## src/rtl/acs_pm_bank_if.sv

```systemverilog
// Bus between the branch metric units, the ACS bank and the traceback unit.
interface acs_pm_bank_if #(
  parameter int unsigned N_STATES = 8,
  parameter int unsigned BM_W     = 2,
  parameter int unsigned PM_W     = 8
);
  logic                       start;
  logic                       in_valid;
  logic [N_STATES*2*BM_W-1:0] bm_in;
  logic                       out_valid;
  logic [N_STATES-1:0]        decision;
  logic [N_STATES*PM_W-1:0]   pm_out;
  logic [2:0]                 best_state;
  logic                       sync;

  modport master (
    output start, in_valid, bm_in,
    input  out_valid, decision, pm_out, best_state, sync
  );

  modport slave (
    input  start, in_valid, bm_in,
    output out_valid, decision, pm_out, best_state, sync
  );
endinterface

```

## src/rtl/acs_pm_bank.sv

```systemverilog
// Add-compare-select bank for the 8-state rate-1/2 Viterbi decoder.
// One symbol per in_valid: add branch metrics, pick survivors, normalise
// so the minimum metric is zero, and register everything for one cycle.
module acs_pm_bank #(
  parameter int unsigned N_STATES = 8,
  parameter int unsigned BM_W     = 2,
  parameter int unsigned PM_W     = 8,
  parameter int unsigned PM_INIT  = 64
) (
  input logic           clk,
  input logic           rst_n,
  acs_pm_bank_if.slave  bus
);

  localparam int unsigned SW = $clog2(N_STATES);

  function automatic logic [N_STATES*PM_W-1:0] init_metrics();
    logic [N_STATES*PM_W-1:0] v;
    v = '0;
    for (int unsigned s = 1; s < N_STATES; s++) begin
      v[s*PM_W +: PM_W] = PM_W'(PM_INIT);
    end
    return v;
  endfunction

  localparam logic [N_STATES*PM_W-1:0] PM_INIT_VEC = init_metrics();

  typedef enum logic {IDLE, RUN} state_t;

  state_t                   state_q, state_n;
  logic [1:0]               cnt_q, cnt_nxt;
  logic [N_STATES*PM_W-1:0] pm_q, pm_nxt;
  logic [N_STATES-1:0]      dec_q, dec_nxt;
  logic [SW-1:0]            best_q, best_nxt;
  logic                     ov_q;
  logic                     accept;
  logic [PM_W-1:0]          new_pm [N_STATES];
  logic [PM_W-1:0]          m;
  logic [SW-1:0]            p0, p1;
  logic [PM_W:0]            c0, c1;
  logic [PM_W-1:0]          s0, s1;

  // Symbol-count FSM: start always returns to IDLE and drops any coincident symbol.
  always_comb begin
    state_n = state_q;
    accept  = bus.in_valid && !bus.start;
    cnt_nxt = cnt_q;
    if (bus.start) begin
      state_n = IDLE;
    end else if (bus.in_valid) begin
      state_n = RUN;
      if (state_q == IDLE) cnt_nxt = 2'd1;
      else if (cnt_q != 2'd3) cnt_nxt = cnt_q + 2'd1;
    end
  end

  // Add-compare-select for every state, then normalise against the overall minimum.
  always_comb begin
    new_pm   = '{default: '0};
    dec_nxt  = '0;
    pm_nxt   = '0;
    best_nxt = '0;
    m        = '1;
    p0 = '0; p1 = '0; c0 = '0; c1 = '0; s0 = '0; s1 = '0;
    for (int unsigned s = 0; s < N_STATES; s++) begin
      p0 = SW'(s >> 1);
      p1 = p0 + SW'(N_STATES / 2);
      c0 = {1'b0, pm_q[p0*PM_W +: PM_W]} + (PM_W+1)'(bus.bm_in[(2*s)*BM_W +: BM_W]);
      c1 = {1'b0, pm_q[p1*PM_W +: PM_W]} + (PM_W+1)'(bus.bm_in[(2*s+1)*BM_W +: BM_W]);
      // Clamp before comparing so two saturated candidates tie and resolve to p0.
      s0 = c0[PM_W] ? '1 : c0[PM_W-1:0];
      s1 = c1[PM_W] ? '1 : c1[PM_W-1:0];
      dec_nxt[s] = (s1 < s0);
      new_pm[s]  = (s1 < s0) ? s1 : s0;
    end
    // Strict less-than keeps the lowest index among equal minima.
    for (int unsigned s = 0; s < N_STATES; s++) begin
      if (new_pm[s] < m) begin
        m        = new_pm[s];
        best_nxt = SW'(s);
      end
    end
    if (new_pm[0] == '1 && m == '1) best_nxt = '0;
    for (int unsigned s = 0; s < N_STATES; s++) begin
      pm_nxt[s*PM_W +: PM_W] = new_pm[s] - m;
    end
  end

  // FSM state register.
  always_ff @(posedge clk or negedge rst_n) begin
    if (!rst_n) state_q <= IDLE;
    else        state_q <= state_n;
  end

  // Metric, decision and status registers.
  always_ff @(posedge clk or negedge rst_n) begin
    if (!rst_n) begin
      pm_q   <= PM_INIT_VEC;
      dec_q  <= '0;
      best_q <= '0;
      ov_q   <= 1'b0;
      cnt_q  <= '0;
    end else if (bus.start) begin
      pm_q   <= PM_INIT_VEC;
      dec_q  <= '0;
      best_q <= '0;
      ov_q   <= 1'b0;
      cnt_q  <= '0;
    end else if (accept) begin
      pm_q   <= pm_nxt;
      dec_q  <= dec_nxt;
      best_q <= best_nxt;
      ov_q   <= 1'b1;
      cnt_q  <= cnt_nxt;
    end else begin
      ov_q   <= 1'b0;
    end
  end

  assign bus.out_valid  = ov_q;
  assign bus.decision   = dec_q;
  assign bus.pm_out     = pm_q;
  assign bus.best_state = 3'(best_q);
  assign bus.sync       = (cnt_q == 2'd3);

endmodule

```

## src/flat_wrapper.sv

```systemverilog
// flat-port wrapper written by rule: the top's interface ports become plain ports
module acs_pm_bank_flat 
#(
  parameter int unsigned N_STATES = 8,
  parameter int unsigned BM_W     = 2,
  parameter int unsigned PM_W     = 8,
  parameter int unsigned PM_INIT  = 64
)
  (clk, rst_n, bus_start, bus_in_valid, bus_bm_in, bus_out_valid, bus_decision, bus_pm_out, bus_best_state, bus_sync);
  acs_pm_bank_if #(.N_STATES(N_STATES), .BM_W(BM_W), .PM_W(PM_W)) bus_i ();
  input logic clk;
  input logic rst_n;
  input wire logic [$bits(bus_i.start)-1:0] bus_start;
  input wire logic [$bits(bus_i.in_valid)-1:0] bus_in_valid;
  input wire logic [$bits(bus_i.bm_in)-1:0] bus_bm_in;
  output wire logic [$bits(bus_i.out_valid)-1:0] bus_out_valid;
  output wire logic [$bits(bus_i.decision)-1:0] bus_decision;
  output wire logic [$bits(bus_i.pm_out)-1:0] bus_pm_out;
  output wire logic [$bits(bus_i.best_state)-1:0] bus_best_state;
  output wire logic [$bits(bus_i.sync)-1:0] bus_sync;
  assign bus_i.start = bus_start;
  assign bus_i.in_valid = bus_in_valid;
  assign bus_i.bm_in = bus_bm_in;
  assign bus_out_valid = bus_i.out_valid;
  assign bus_decision = bus_i.decision;
  assign bus_pm_out = bus_i.pm_out;
  assign bus_best_state = bus_i.best_state;
  assign bus_sync = bus_i.sync;
  acs_pm_bank #(.N_STATES(N_STATES), .BM_W(BM_W), .PM_W(PM_W), .PM_INIT(PM_INIT)) u_core (.clk(clk), .rst_n(rst_n), .bus(bus_i));
endmodule
```

## config.mk

```make
export PLATFORM = sky130hd
export DESIGN_NAME = acs_pm_bank_flat
export DESIGN_NICKNAME = d
export VERILOG_FILES = /design/src/rtl/acs_pm_bank_if.sv /design/src/rtl/acs_pm_bank.sv /design/src/flat_wrapper.sv
export SDC_FILE = /design/constraint.sdc
export NUM_CORES = 1
export LEC_CHECK = 0
export CAP_MARGIN = 30
export CORE_MARGIN = 2
export CORE_UTILIZATION = 39
export DETAILED_ROUTE_END_ITERATION = 7
export DONT_BUFFER_PORTS = 1
export HOLD_SLACK_MARGIN = 0.15
export PLACE_DENSITY = 0.54
export SLEW_MARGIN = 40
export SYNTH_ARGS = -nofsm -noshare
export SYNTH_HDL_FRONTEND = slang
export SYNTH_SLANG_ARGS = --single-unit
```

## constraint.sdc

```tcl
create_clock -name clk -period 51.5 [get_ports clk]
set_input_delay 10.3 -clock clk [delete_from_list [all_inputs] [get_ports clk]]
set_output_delay 10.3 -clock clk [all_outputs]
set_load 0.1 [all_outputs]
```

# Word level (Yosys, flattened, before mapping)
# Cells that the tools add are included.
op_classes:
  reduce_logical: 6
  addsub: 25
  n_lt_le_gt_ge: 16
  eq_ne: 5
  muxes: 55
ops:
  columns: ["cell", "count"]
  rows:
  - ["8-bit two-way mux", 34]
  - ["8-bit by 2-bit adder with 9-bit output", 16]
  - ["64-bit two-way mux", 2]
  - ["8-bit less-than comparator", 15]
  - ["8-bit subtractor", 8]
  - ["3-bit two-way mux", 7]
  - ["8-bit == test (second input constant)", 2]
  - ["2-bit two-way mux", 7]
  - ["8-bit less-than comparator (second input constant)", 1]
  - ["1-bit two-way mux", 5]
  - ["2-bit nonzero test", 2]
  - ["3-bit != test (second input constant)", 1]
  - ["3-bit AND reduction", 1]
  - ["2-bit by 1-bit adder with 2-bit output (second input constant)", 1]
  - ["2-bit == test (second input constant)", 1]
  - ["1-bit logical AND", 2]
  - ["2-bit != test (second input constant)", 1]
  - ["1-bit zero test", 1]
totals:
  input_bits: 36
  ff_bits: 79
  output_inout_bits: 77
  word_cells: 113

# Longest topological paths before layout
# Gate-level depths: netlist of the first run.
depth:
  depth_word: 25
  ltp_mapped: 98
  ltp_nobuf: 90

# Worst setup path after synthesis of the first run
# No wires, ideal clock.
synth_path:
  path_kind: "in2reg"
  from: "in bus_bm_in[6]"
  to: "reg u_core.pm_q[6], in the netlist u_core.bus.pm_out[6]"
  arrival_ps: 28345
  path_stages: 86
  setup_slack_ps: 23080
  path_cell_list: "ha_1 fa_1 and3_1 and3_1 nor2_1 inv_1 ha_1 o211ai_1 a21boi_0 o31ai_2 nand2_1 buf_2 o21ai_0 inv_1 ha_1 nand2_1 o21a_1 and2_1 [... 50 more ...] nand3_1 nor3_1 a21oi_1 a21bo_2 a21boi_1 o21ai_2 buf_2 o21ai_0 ha_1 inv_1 fa_1 a21o_1 a21o_1 a21o_1 a21oi_1 xnor2_1 mux2i_1 nor2_1"
synth_via:
  elab_chain_len: 21
synth_rtl:
  columns: ["item", "line", "rtl"]
  rows:
  - ["from (decl)", "flat_wrapper.sv:15", "input wire logic [$bits(bus_i.bm_in)-1:0] bus_bm_in;"]
  - ["8-bit by 2-bit adder with 9-bit output *", "acs_pm_bank.sv:69", "c1 = {1'b0, pm_q[p1*PM_W +: PM_W]} + (PM_W+1)'(bus.bm_in[(2*s+1)*BM_W +: BM_W]);"]
  - ["8-bit two-way mux *", "acs_pm_bank.sv:72", "s1 = c1[PM_W] ? '1 : c1[PM_W-1:0];"]
  - ["8-bit less-than comparator", "acs_pm_bank.sv:74", "new_pm[s] = (s1 < s0) ? s1 : s0;"]
  - ["8-bit two-way mux *", "acs_pm_bank.sv:74", null]
  - ["8-bit less-than comparator", "acs_pm_bank.sv:78", "if (new_pm[s] < m) begin"]
  - ["8-bit two-way mux *", "acs_pm_bank.sv:78", null]
  - ["8-bit less-than comparator", "acs_pm_bank.sv:78", null]
  - ["8-bit two-way mux *", "acs_pm_bank.sv:78", null]
  - ["[... 5 more ...]", null, null]
  - ["8-bit two-way mux *", "acs_pm_bank.sv:78", null]
  - ["8-bit less-than comparator", "acs_pm_bank.sv:78", null]
  - ["8-bit two-way mux *", "acs_pm_bank.sv:78", null]
  - ["8-bit less-than comparator", "acs_pm_bank.sv:78", null]
  - ["8-bit two-way mux *", "acs_pm_bank.sv:78", null]
  - ["8-bit subtractor *", "acs_pm_bank.sv:85", "pm_nxt[s*PM_W +: PM_W] = new_pm[s] - m;"]
  - ["64-bit two-way mux *", "acs_pm_bank.sv:109", "end else if (accept) begin"]
  - ["64-bit two-way mux *", "acs_pm_bank.sv:103", "end else if (bus.start) begin"]
  - ["to (signal assigned)", "acs_pm_bank.sv:110", "pm_q <= pm_nxt;"]
  - ["to (decl)", "acs_pm_bank.sv:32", "logic [N_STATES*PM_W-1:0] pm_q, pm_nxt;"]
# Mark *: on every way between the ends. The rest lies on a longest branch, timed or not. The select of a mux whose other input is x is not followed.
# A chain may end at the register's enable or synchronous reset.

# Worst setup path in the final report of the first run
# Ends and elaborated chain as after synthesis.

==> results.py, run 1 <==
metrics = {
    "clocking": {
        "source_to_sink_clock_delay_at_the_later_pin_of_the_worst_skew_pair_ps": 360,
        "cts-root-to-sink-buffers": 2,
        "cts_inserted_buffers": 9,
        "post_cts_setup_buffers": 0,
        "cts.root.buffer_cell": "sky130_fd_sc_hd__clkbuf_16",
        "path_clk_slew_ps": 80,
        "clock_tree.htree_level_count": 3,
        "cts.sink_count": 79,
        "cts_resized": 0,
        "ctsHoldBuffers": 0,
        "tritoncts": "built",
    },
    "final_layout": {
        "area_delta_synth_final_pct": 6.99,
        "ff_latch_area_sq_um": 2030,
        "insertedDiodeCount": 0,
        "multiInputGateArea_sq_um": 10500,
        "layout_common_cells": "190 x sky130_fd_sc_hd__ha_1, 188 x sky130_fd_sc_hd__nor2_1, 148 x sky130_fd_sc_hd__nand2_1",
        "nets": 1955,
        "post_route_cells_drive_above_1_share_pct": 10.6,
        "fillerInstances": 3491,
        "final_common_cell": "sky130_fd_sc_hd__ha_1",
    },
    "floorplan": {
        "design.die.area_sq_um": 35600,
        "fp.coreArea_sq_um": 33500,
        "fp-row-count": 67,
        "dieHeight_microns": 189,
        "initial_core_util_pct": 39.6,
        "num_io_pins": 113,
        "die_w_microns": 189,
    },
    "timing": {
        "period_needed_ps": 30540,
        "hold_violations": 0,
        "relSlewSlack_pct": 46.5,
        "grt_setup_unrepaired": "false",
        "finClkSkew_ps": 14.8,
        "max_clock_freq_mhz": 32.7,
        "setup_failing_eps_final": 0,
        "report.final.slew_viol_count": 0,
        "totalNegativeSetupSlack_ps": 0,
        "tightest_slew_ps": 802,
        "period_utilisation_layout_pct": 59.3,
    },
    "route": {
        "routed.top_layer": "met5",
        "wl_per_cell_microns": 21.0,
        "antenna_violating_nets_post_route": 0,
        "detailedRoute.firstIterationViolations": 904,
        "dr.pass1.iters": 5,
        "vias": 12600,
        "met1_length_mm": 20.4,
        "detailroute.wirelength.met2_mm": 21.5,
        "drt-total-wl_mm": 45.5,
        "drt-vias-per-instance": 5.82,
        "drc_errors": 0,
        "met3RoutedLength_mm": 2.01,
    },
    "logic_synthesis": {
        "syn_area_sq_um": 13300,
        "synth.area.top_cells": "sky130_fd_sc_hd__ha_1 18%, sky130_fd_sc_hd__dfrtp_1 14%, sky130_fd_sc_hd__nor2_1 5.3%, sky130_fd_sc_hd__a21oi_1 5.3%, sky130_fd_sc_hd__mux2i_1 4.9%",
        "synthesis.yosys.warnings": 0,
        "synth_sequential_area_ratio_pct": 14.9,
        "synth_cells": 1727,
        "synth_seq_cells": 79,
        "synth_edf_count": 0,
        "post-synth-top-area-cell": "sky130_fd_sc_hd__ha_1",
        "synth_top_family_by_area": "compound AO/OA/AOI/OAI gates",
        "post_synth_fa_ha_maj_area_fraction_pct": 20.9,
        "netlist.area_leader.share_pct": 18.0,
        "synth_nets": 1972,
        "synth_xor_xnor_area_share_pct": 6.38,
        "synth_cell_types": 96,
        "synthMuxAreaShare_pct": 7.77,
        "async_reset_ff_share_pct": 100,
        "area_fraction_in_compound_gates_after_synthesis_pct": 23.8,
        "synth_simple_gate_area_share_pct": 20.2,
        "synth_flop_cell": "sky130_fd_sc_hd__dfrtp_1",
        "postSynthAreaPerCell_sq_um": 7.69,
    },
    "setup_path": {
        "critical_path_peak_fanout": 18,
        "cp_slowest_stage_delay_ps": 620,
        "critical_path.reg2reg.startpoint": "u_core.bus.pm_out[32]",
        "timing.setup.critical_path_class": "in -> reg",
        "r2r_end": "u_core.bus.pm_out[6]",
        "worstSetupEndpointType": "register",
        "required_ps": 51780,
        "rrSetupSlack_ps": 30120,
        "crit_path_top_delay_cell": "sky130_fd_sc_hd__o21ai_0",
        "crit_path_launch_type": "input pin",
        "worst_case_reg_to_reg_path_depth": 81,
        "timing.critical_path.arrival_ps": 30820,
        "critPathMostFrequentCell": "sky130_fd_sc_hd__ha_1",
    },
    "placed_design": {
        "dp.final_hpwl_mm": 36.4,
        "port_buffers": 0,
        "placer_congestion_estimate": 0.964,
    },
    "global_routing": {
        "initial_antenna_violation_count": 1,
        "grt_pass1_vias": 12100,
        "globalRoute.totalOverflow": 0,
        "global_route_wire_length_before_repair_mm": 70.2,
        "grt_max_degree": 80,
        "gr-usage-all-layers_pct": 25.4,
    },
    "min_path": {
        "hold-path-cell-count": 1,
        "holdCritPathClass": "reg -> reg",
        "hold_path_startpoint": "u_core.state_q",
        "hold_path_sink": "u_core.cnt_q[0]",
    },
    "status": {
        "status": "completed",
    },
    "job": {
        "cap_viol_max_count": 0,
    },
}
-- state kept, by name, summed over array words and instances (netlist names) --
register and flops:
u_core.bus.pm_out 64, u_core.bus.decision 8, u_core.bus.out_valid 1, u_core.bus.best_state 3, u_core.cnt_q 2, u_core.state_q 1
-- how the worst max path moves through the flow --
stage,endpoint,slack [ps],startpoint
finish,u_core.bus.pm_out[6],20960,bus_bm_in[6]
global placement,u_core.bus.pm_out[7],21320,bus_bm_in[0]
detailed placement,u_core.bus.pm_out[6],20830,bus_bm_in[0]
global route,u_core.bus.pm_out[6],19210,bus_bm_in[6]
floorplan,u_core.bus.pm_out[6],23080,bus_bm_in[6]
CTS,u_core.bus.pm_out[6],21120,bus_bm_in[0]
-- stage by stage --
| step | cells | instance area, sq um | utilization (%) | hold WS [ps] | setup slack [ps] |
|---|---|---|---|---|---|
| after floorplan | 1727 | 13300 | - | 470 | 23080 |
| after detailed placement | 2147 | 13900 | 41.5 | 495 | 20830 |
| after global placement | 2146 | 13800 | 41.3 | 486 | 21320 |
| final | 2163 | 14200 | 42.4 | 509 | 20960 |
| after CTS | 2163 | 14200 | 42.4 | 509 | 21120 |
| after global routing | 2163 | 14200 | 42.4 | 522 | 19210 |
-- layout make-up --
| cell class | count | area share [%] |
|---|---|---|
| clock buffer | 9 | 1.58 |
| clock inverter | 7 | 0.405 |
| inverter | 131 | 3.46 |
| multi-input combinational | 1448 | 74.1 |
| sequential | 79 | 14.3 |
| tap | 448 | 3.94 |
| timing repair buffer | 41 | 2.22 |
-- worst max-delay path: cells and delay by family --
family	cells	cell delay, ps
muxes	6	2090
adders and majority gates	12	3710
xor gates and xnor gates	1	150
AOI/OAI and AO/OA	38	10050
buffers and inverters	4	500
and+or+nand+nor	20	4030
-- metal layers --
metal	vias up	global-route usage [%]
li1	6160	-
met1	6021	33.2
met2	329	42.9
met3	73	3.46
met4	2	8.71
met5	-	0
-- synthesized netlist by cell type, types with 21 or more instances --
cell type / count
sky130_fd_sc_hd__ha_1: 191
sky130_fd_sc_hd__nor2_1: 189
sky130_fd_sc_hd__nand2_1: 148
sky130_fd_sc_hd__a21oi_1: 140
sky130_fd_sc_hd__inv_1: 129
sky130_fd_sc_hd__o21ai_0: 107
sky130_fd_sc_hd__dfrtp_1: 72
sky130_fd_sc_hd__mux2i_1: 65
sky130_fd_sc_hd__nand3_1: 58
sky130_fd_sc_hd__xnor2_1: 56
sky130_fd_sc_hd__a21o_1: 51
sky130_fd_sc_hd__clkbuf_1: 42
sky130_fd_sc_hd__xor2_1: 39
sky130_fd_sc_hd__nor3_1: 26
sky130_fd_sc_hd__mux2_2: 25
sky130_fd_sc_hd__nand2b_1: 23
sky130_fd_sc_hd__a211oi_1: 21
-- cells by family (layout without fill, tap and decap cells) --
group                      Yosys count  count (layout)
buffers and inverters              200             188
DFF                                 79              79
AOI/OAI and AO/OA                  474             474
xor gates and xnor gates            96              96
and+or+nand+nor                    571             571
adders and majority gates          211             211
muxes                               96              96
Power of run 1 is left out: the tool's default activity adds up to more than one toggle a clock period on the data nets, which glitch-free logic cannot reach.
==> run 2: changes to the inputs <==
PLACE_DENSITY = 0.56   (was 0.54)
clock period = 25.4 ns   (was 51.5 ns; I/O delays follow)
==> results.py, run 2 (synthesis results as in run 1) <==
metrics = {
    "setup_path": {
        "critPathMostFrequentCell": "sky130_fd_sc_hd__ha_1",
        "crit_path_top_delay_cell": "sky130_fd_sc_hd__a2111oi_1",
        "crit_path_launch_type": "input pin",
        "worstSetupEndpointType": "register",
        "cp_slowest_stage_delay_ps": 470,
        "critical_path_peak_fanout": 18,
        "required_ps": 25660,
        "timing.setup.critical_path_class": "in -> reg",
        "timing.critical_path.arrival_ps": 24030,
    },
    "timing": {
        "report.final.slew_viol_count": 0,
        "totalNegativeSetupSlack_ps": 0,
        "relSlewSlack_pct": 41.3,
        "hold_violations": 0,
        "tightest_slew_ps": 881,
        "setup_failing_eps_final": 0,
        "finalWorstSetupSlack_ps": 1630,
        "period_utilisation_layout_pct": 93.6,
        "max_clock_freq_mhz": 42.1,
        "grt_setup_unrepaired": "false",
        "finClkSkew_ps": 16.5,
        "period_needed_ps": 23770,
    },
    "placed_design": {
        "placer_congestion_estimate": 0.927,
        "dp_slack_ps": 357,
        "dp.final_hpwl_mm": 35.4,
        "port_buffers": 0,
        "placement.cell_area_sq_um": 14000,
    },
    "clocking": {
        "path_clk_slew_ps": 70,
        "cts_inserted_buffers": 9,
        "tritoncts": "built",
        "post_cts_setup_buffers": 0,
        "cts.root.buffer_cell": "sky130_fd_sc_hd__clkbuf_16",
        "ctsHoldBuffers": 0,
        "clock_tree.htree_level_count": 3,
        "source_to_sink_clock_delay_at_the_later_pin_of_the_worst_skew_pair_ps": 370,
        "cts-root-to-sink-buffers": 2,
        "cts.sink_count": 79,
    },
    "route": {
        "antenna_violating_nets_post_route": 0,
        "drt-vias-per-instance": 5.84,
        "dr.pass1.iters": 5,
        "drc_errors": 0,
        "detailedRoute.firstIterationViolations": 950,
        "wl_per_cell_microns": 20.7,
        "vias": 12700,
        "drt-total-wl_mm": 45.0,
    },
    "floorplan": {
        "design.die.area_sq_um": 35600,
        "num_io_pins": 113,
        "initial_core_util_pct": 39.6,
        "dieHeight_microns": 189,
        "fp.coreArea_sq_um": 33500,
        "fp-row-count": 67,
        "die_w_microns": 189,
    },
    "final_layout": {
        "postLayoutCellArea_sq_um": 14300,
        "finalCoreUtilization_pct": 42.7,
        "final_common_cell": "sky130_fd_sc_hd__ha_1",
        "layout_common_cells": "190 x sky130_fd_sc_hd__ha_1, 188 x sky130_fd_sc_hd__nor2_1, 148 x sky130_fd_sc_hd__nand2_1",
        "largest_reg_flops": 64,
        "insertedDiodeCount": 0,
        "post_route_cells_drive_above_1_share_pct": 11.0,
        "area_delta_synth_final_pct": 7.72,
        "nets": 1960,
    },
    "min_path": {
        "holdCritPathClass": "reg -> reg",
    },
    "global_routing": {
        "grt_max_degree": 80,
        "grt_pass1_vias": 12500,
        "globalRoute.totalOverflow": 0,
        "initial_antenna_violation_count": 0,
        "gr-usage-all-layers_pct": 25.4,
        "global_route_wire_length_before_repair_mm": 70.7,
    },
    "status": {
        "status": "completed",
    },
    "job": {
        "cap_viol_max_count": 0,
    },
}
[run 2: final timing paths]
check,depth (start not counted),slack [ps],endpoint,start
setup / recovery,85,1630,u_core.bus.pm_out[23],bus_bm_in[6]
hold / removal,1,510,u_core.cnt_q[0],u_core.state_q
setup reg to reg,85,5480,u_core.bus.pm_out[23],u_core.bus.pm_out[0]
hold reg to reg,1,510,u_core.cnt_q[0],u_core.state_q
max in group asynchronous,0,20740,u_core.bus.pm_out[38],rst_n
min in group asynchronous,0,4400,u_core.bus.pm_out[45],rst_n
[run 2: stage by stage]
step | std cells | hold slack, ps
2_1_floorplan | 1727 | 470
3_3_place_gp | 2150 | 490
3_5_place_dp | 2152 | 506
4_1_cts | 2168 | 513
5_1_grt | 2168 | 547
6_report | 2168 | 509
[run 2: worst max-delay path, delay by kind of cell]
kind / cells / cell delay (ps)
multiplexers: 7 / 2590
adder cells (fa/ha/maj): 11 / 3200
AND/OR/NAND/NOR: 21 / 3440
XOR/XNOR: 2 / 250
AO/OA/AOI/OAI: 40 / 8670
buffers and inverters: 4 / 740
[run 2: layout make-up]
cell class / instances / area (sq um)
Clock buffer: 9 / 225
Tap cell: 448 / 561
Clock inverter: 7 / 62.6
Timing Repair Buffer: 46 / 373
Inverter: 131 / 492
Multi-Input combinational cell: 1448 / 10600
Fill cell: 3424 / 19200
Sequential cell: 79 / 2030
[run 2: timing repair]
| action | 4_1_cts | 5_1_grt |
|---|---|---|
| endpoints found under the hold margin | 0 | 0 |
| resized for setup | 0 | 14 |
| setup endpoints to repair | 0 | 58 |
[run 2: per-layer routing]
layer / up-vias / part of all wire [%] / global-route usage, %
met5: - / 0 / 0
met4: 0 / 3.8 / 9.89
met3: 75 / 4.8 / 3.11
met2: 347 / 48 / 43.4
met1: 6070 / 44 / 32.8
li1: 6172 / - / -
Power of run 2 is left out for the same reason.
==> run 3: changes to the inputs <==
CAP_MARGIN = 20   (was 30)
SETUP_SLACK_MARGIN = 0.3   (was not set)
==> results.py, run 3 (synthesis results as in run 1) <==
metrics = {
    "global_routing": {
        "global_route_wire_length_before_repair_mm": 70.7,
        "initial_antenna_violation_count": 0,
        "gr-usage-all-layers_pct": 25.4,
        "grt_pass1_vias": 12500,
        "grt_max_degree": 80,
        "globalRoute.totalOverflow": 0,
    },
    "min_path": {
        "hold_path_sink": "u_core.cnt_q[0]",
        "hold-path-cell-count": 1,
        "holdCritPathClass": "reg -> reg",
        "hold_path_startpoint": "u_core.state_q",
    },
    "setup_path": {
        "worstSetupEndpointType": "register",
        "crit_path_launch_type": "input pin",
        "timing.setup.critical_path_class": "in -> reg",
        "timing.critical_path.arrival_ps": 23780,
        "required_ps": 25660,
        "r2r_end": "u_core.bus.pm_out[23]",
        "cp_slowest_stage_delay_ps": 450,
        "worst_case_reg_to_reg_path_depth": 86,
        "rrSetupSlack_ps": 5720,
        "critPathMostFrequentCell": "sky130_fd_sc_hd__ha_1",
        "critical_path.reg2reg.startpoint": "u_core.bus.pm_out[0]",
        "critical_path_peak_fanout": 18,
        "crit_path_top_delay_cell": "sky130_fd_sc_hd__mux2_1",
    },
    "timing": {
        "hold_violations": 0,
        "setup_failing_eps_final": 0,
        "totalNegativeSetupSlack_ps": 0,
        "period_utilisation_layout_pct": 92.6,
        "relSlewSlack_pct": 41.3,
        "finClkSkew_ps": 16.4,
        "tightest_slew_ps": 881,
        "period_needed_ps": 23520,
        "max_clock_freq_mhz": 42.5,
        "report.final.slew_viol_count": 0,
        "grt_setup_unrepaired": "false",
    },
    "floorplan": {
        "num_io_pins": 113,
        "dieHeight_microns": 189,
        "design.die.area_sq_um": 35600,
        "fp.coreArea_sq_um": 33500,
        "fp-row-count": 67,
        "initial_core_util_pct": 39.6,
        "die_w_microns": 189,
    },
    "clocking": {
        "cts.sink_count": 79,
        "post_cts_setup_buffers": 0,
        "cts.root.buffer_cell": "sky130_fd_sc_hd__clkbuf_16",
        "cts-root-to-sink-buffers": 2,
        "clock_tree.htree_level_count": 3,
        "source_to_sink_clock_delay_at_the_later_pin_of_the_worst_skew_pair_ps": 370,
        "ctsHoldBuffers": 0,
        "cts_inserted_buffers": 9,
        "path_clk_slew_ps": 70,
        "tritoncts": "built",
        "cts_resized": 0,
    },
    "final_layout": {
        "layout_common_cells": "190 x sky130_fd_sc_hd__ha_1, 188 x sky130_fd_sc_hd__nor2_1, 147 x sky130_fd_sc_hd__nand2_1",
        "insertedDiodeCount": 0,
        "area_delta_synth_final_pct": 7.86,
        "final_common_cell": "sky130_fd_sc_hd__ha_1",
        "postLayoutCellArea_sq_um": 14300,
        "post_route_cells_drive_above_1_share_pct": 11.2,
        "largest_reg_flops": 64,
        "nets": 1960,
    },
    "route": {
        "drt-total-wl_mm": 44.9,
        "drc_errors": 0,
        "drt-vias-per-instance": 5.84,
        "vias": 12700,
        "detailedRoute.firstIterationViolations": 870,
        "wl_per_cell_microns": 20.7,
        "dr.pass1.iters": 6,
        "antenna_violating_nets_post_route": 0,
    },
    "placed_design": {
        "dp.final_hpwl_mm": 35.4,
        "placer_congestion_estimate": 0.927,
        "placement.cell_area_sq_um": 14000,
        "port_buffers": 0,
    },
    "status": {
        "status": "completed",
    },
    "job": {
        "cap_viol_max_count": 0,
    },
}
run 3: cell types whose count changed in the layout (fill, tap and decap cells not counted):
cell                        change
sky130_fd_sc_hd__nand2_1        -1
sky130_fd_sc_hd__nand2_2        +1
sky130_fd_sc_hd__o21bai_2       -1
sky130_fd_sc_hd__a2111oi_1      -1
sky130_fd_sc_hd__o21bai_4       +1
sky130_fd_sc_hd__a2111oi_2      +1
sky130_fd_sc_hd__o21ai_2        +1
sky130_fd_sc_hd__o21ai_1        -1
run 3: critical path: cells and delay by family:
kind                       cells  cell delay, ps
AOI/OAI and AO/OA             38            8070
and+or+nand+nor               21            3340
adders and majority gates     11            3140
muxes                          8            2840
buffers and inverters          6             990
xor gates and xnor gates       2             250
run 3: worst max path at each step:
stage | startpoint | endpoint | slack, ps | cells past startpoint
floorplan | bus_bm_in[6] | u_core.bus.pm_out[6] | 2200 | 86
global placement | bus_bm_in[0] | u_core.bus.pm_out[6] | 650 | 82
detailed placement | bus_bm_in[0] | u_core.bus.pm_out[6] | 360 | 81
CTS | bus_bm_in[0] | u_core.bus.pm_out[6] | 610 | 81
global route | bus_bm_in[0] | u_core.bus.pm_out[23] | 300 | 86
finish | bus_bm_in[0] | u_core.bus.pm_out[23] | 1880 | 86
run 3: area by class of cell:
cell class              instances  area (sq um)
clock buffers                   9           225
clock inverters                 7          62.6
fillers                      3424         19200
multi-input cells            1448         10600
inverters                     131           492
flip-flops and latches         79          2030
well taps                     448           561
repair buffers                 46           373
run 3: through the flow:
| step | hold slack [ps] | std cells | utilization, % | setup slack (ps) |
|---|---|---|---|---|
| after global routing | 547 | 2168 | 42.7 | 305 |
| final | 509 | 2168 | 42.7 | 1880 |
| after global placement | 490 | 2150 | 41.4 | 649 |
| after floorplan | 470 | 1727 | - | 2200 |
| after CTS | 513 | 2168 | 42.5 | 612 |
| after detailed placement | 506 | 2152 | 41.7 | 357 |
run 3: routing by layer:
layer  vias up  part of all wire, %  GRT usage, %
met3        74                  4.6          3.11
met5         -                    0             0
met2       343                   48          43.4
met4         0                  3.7          9.89
li1       6171                    -             -
met1      6076                   44          32.8
Power of run 3 is left out for the same reason.
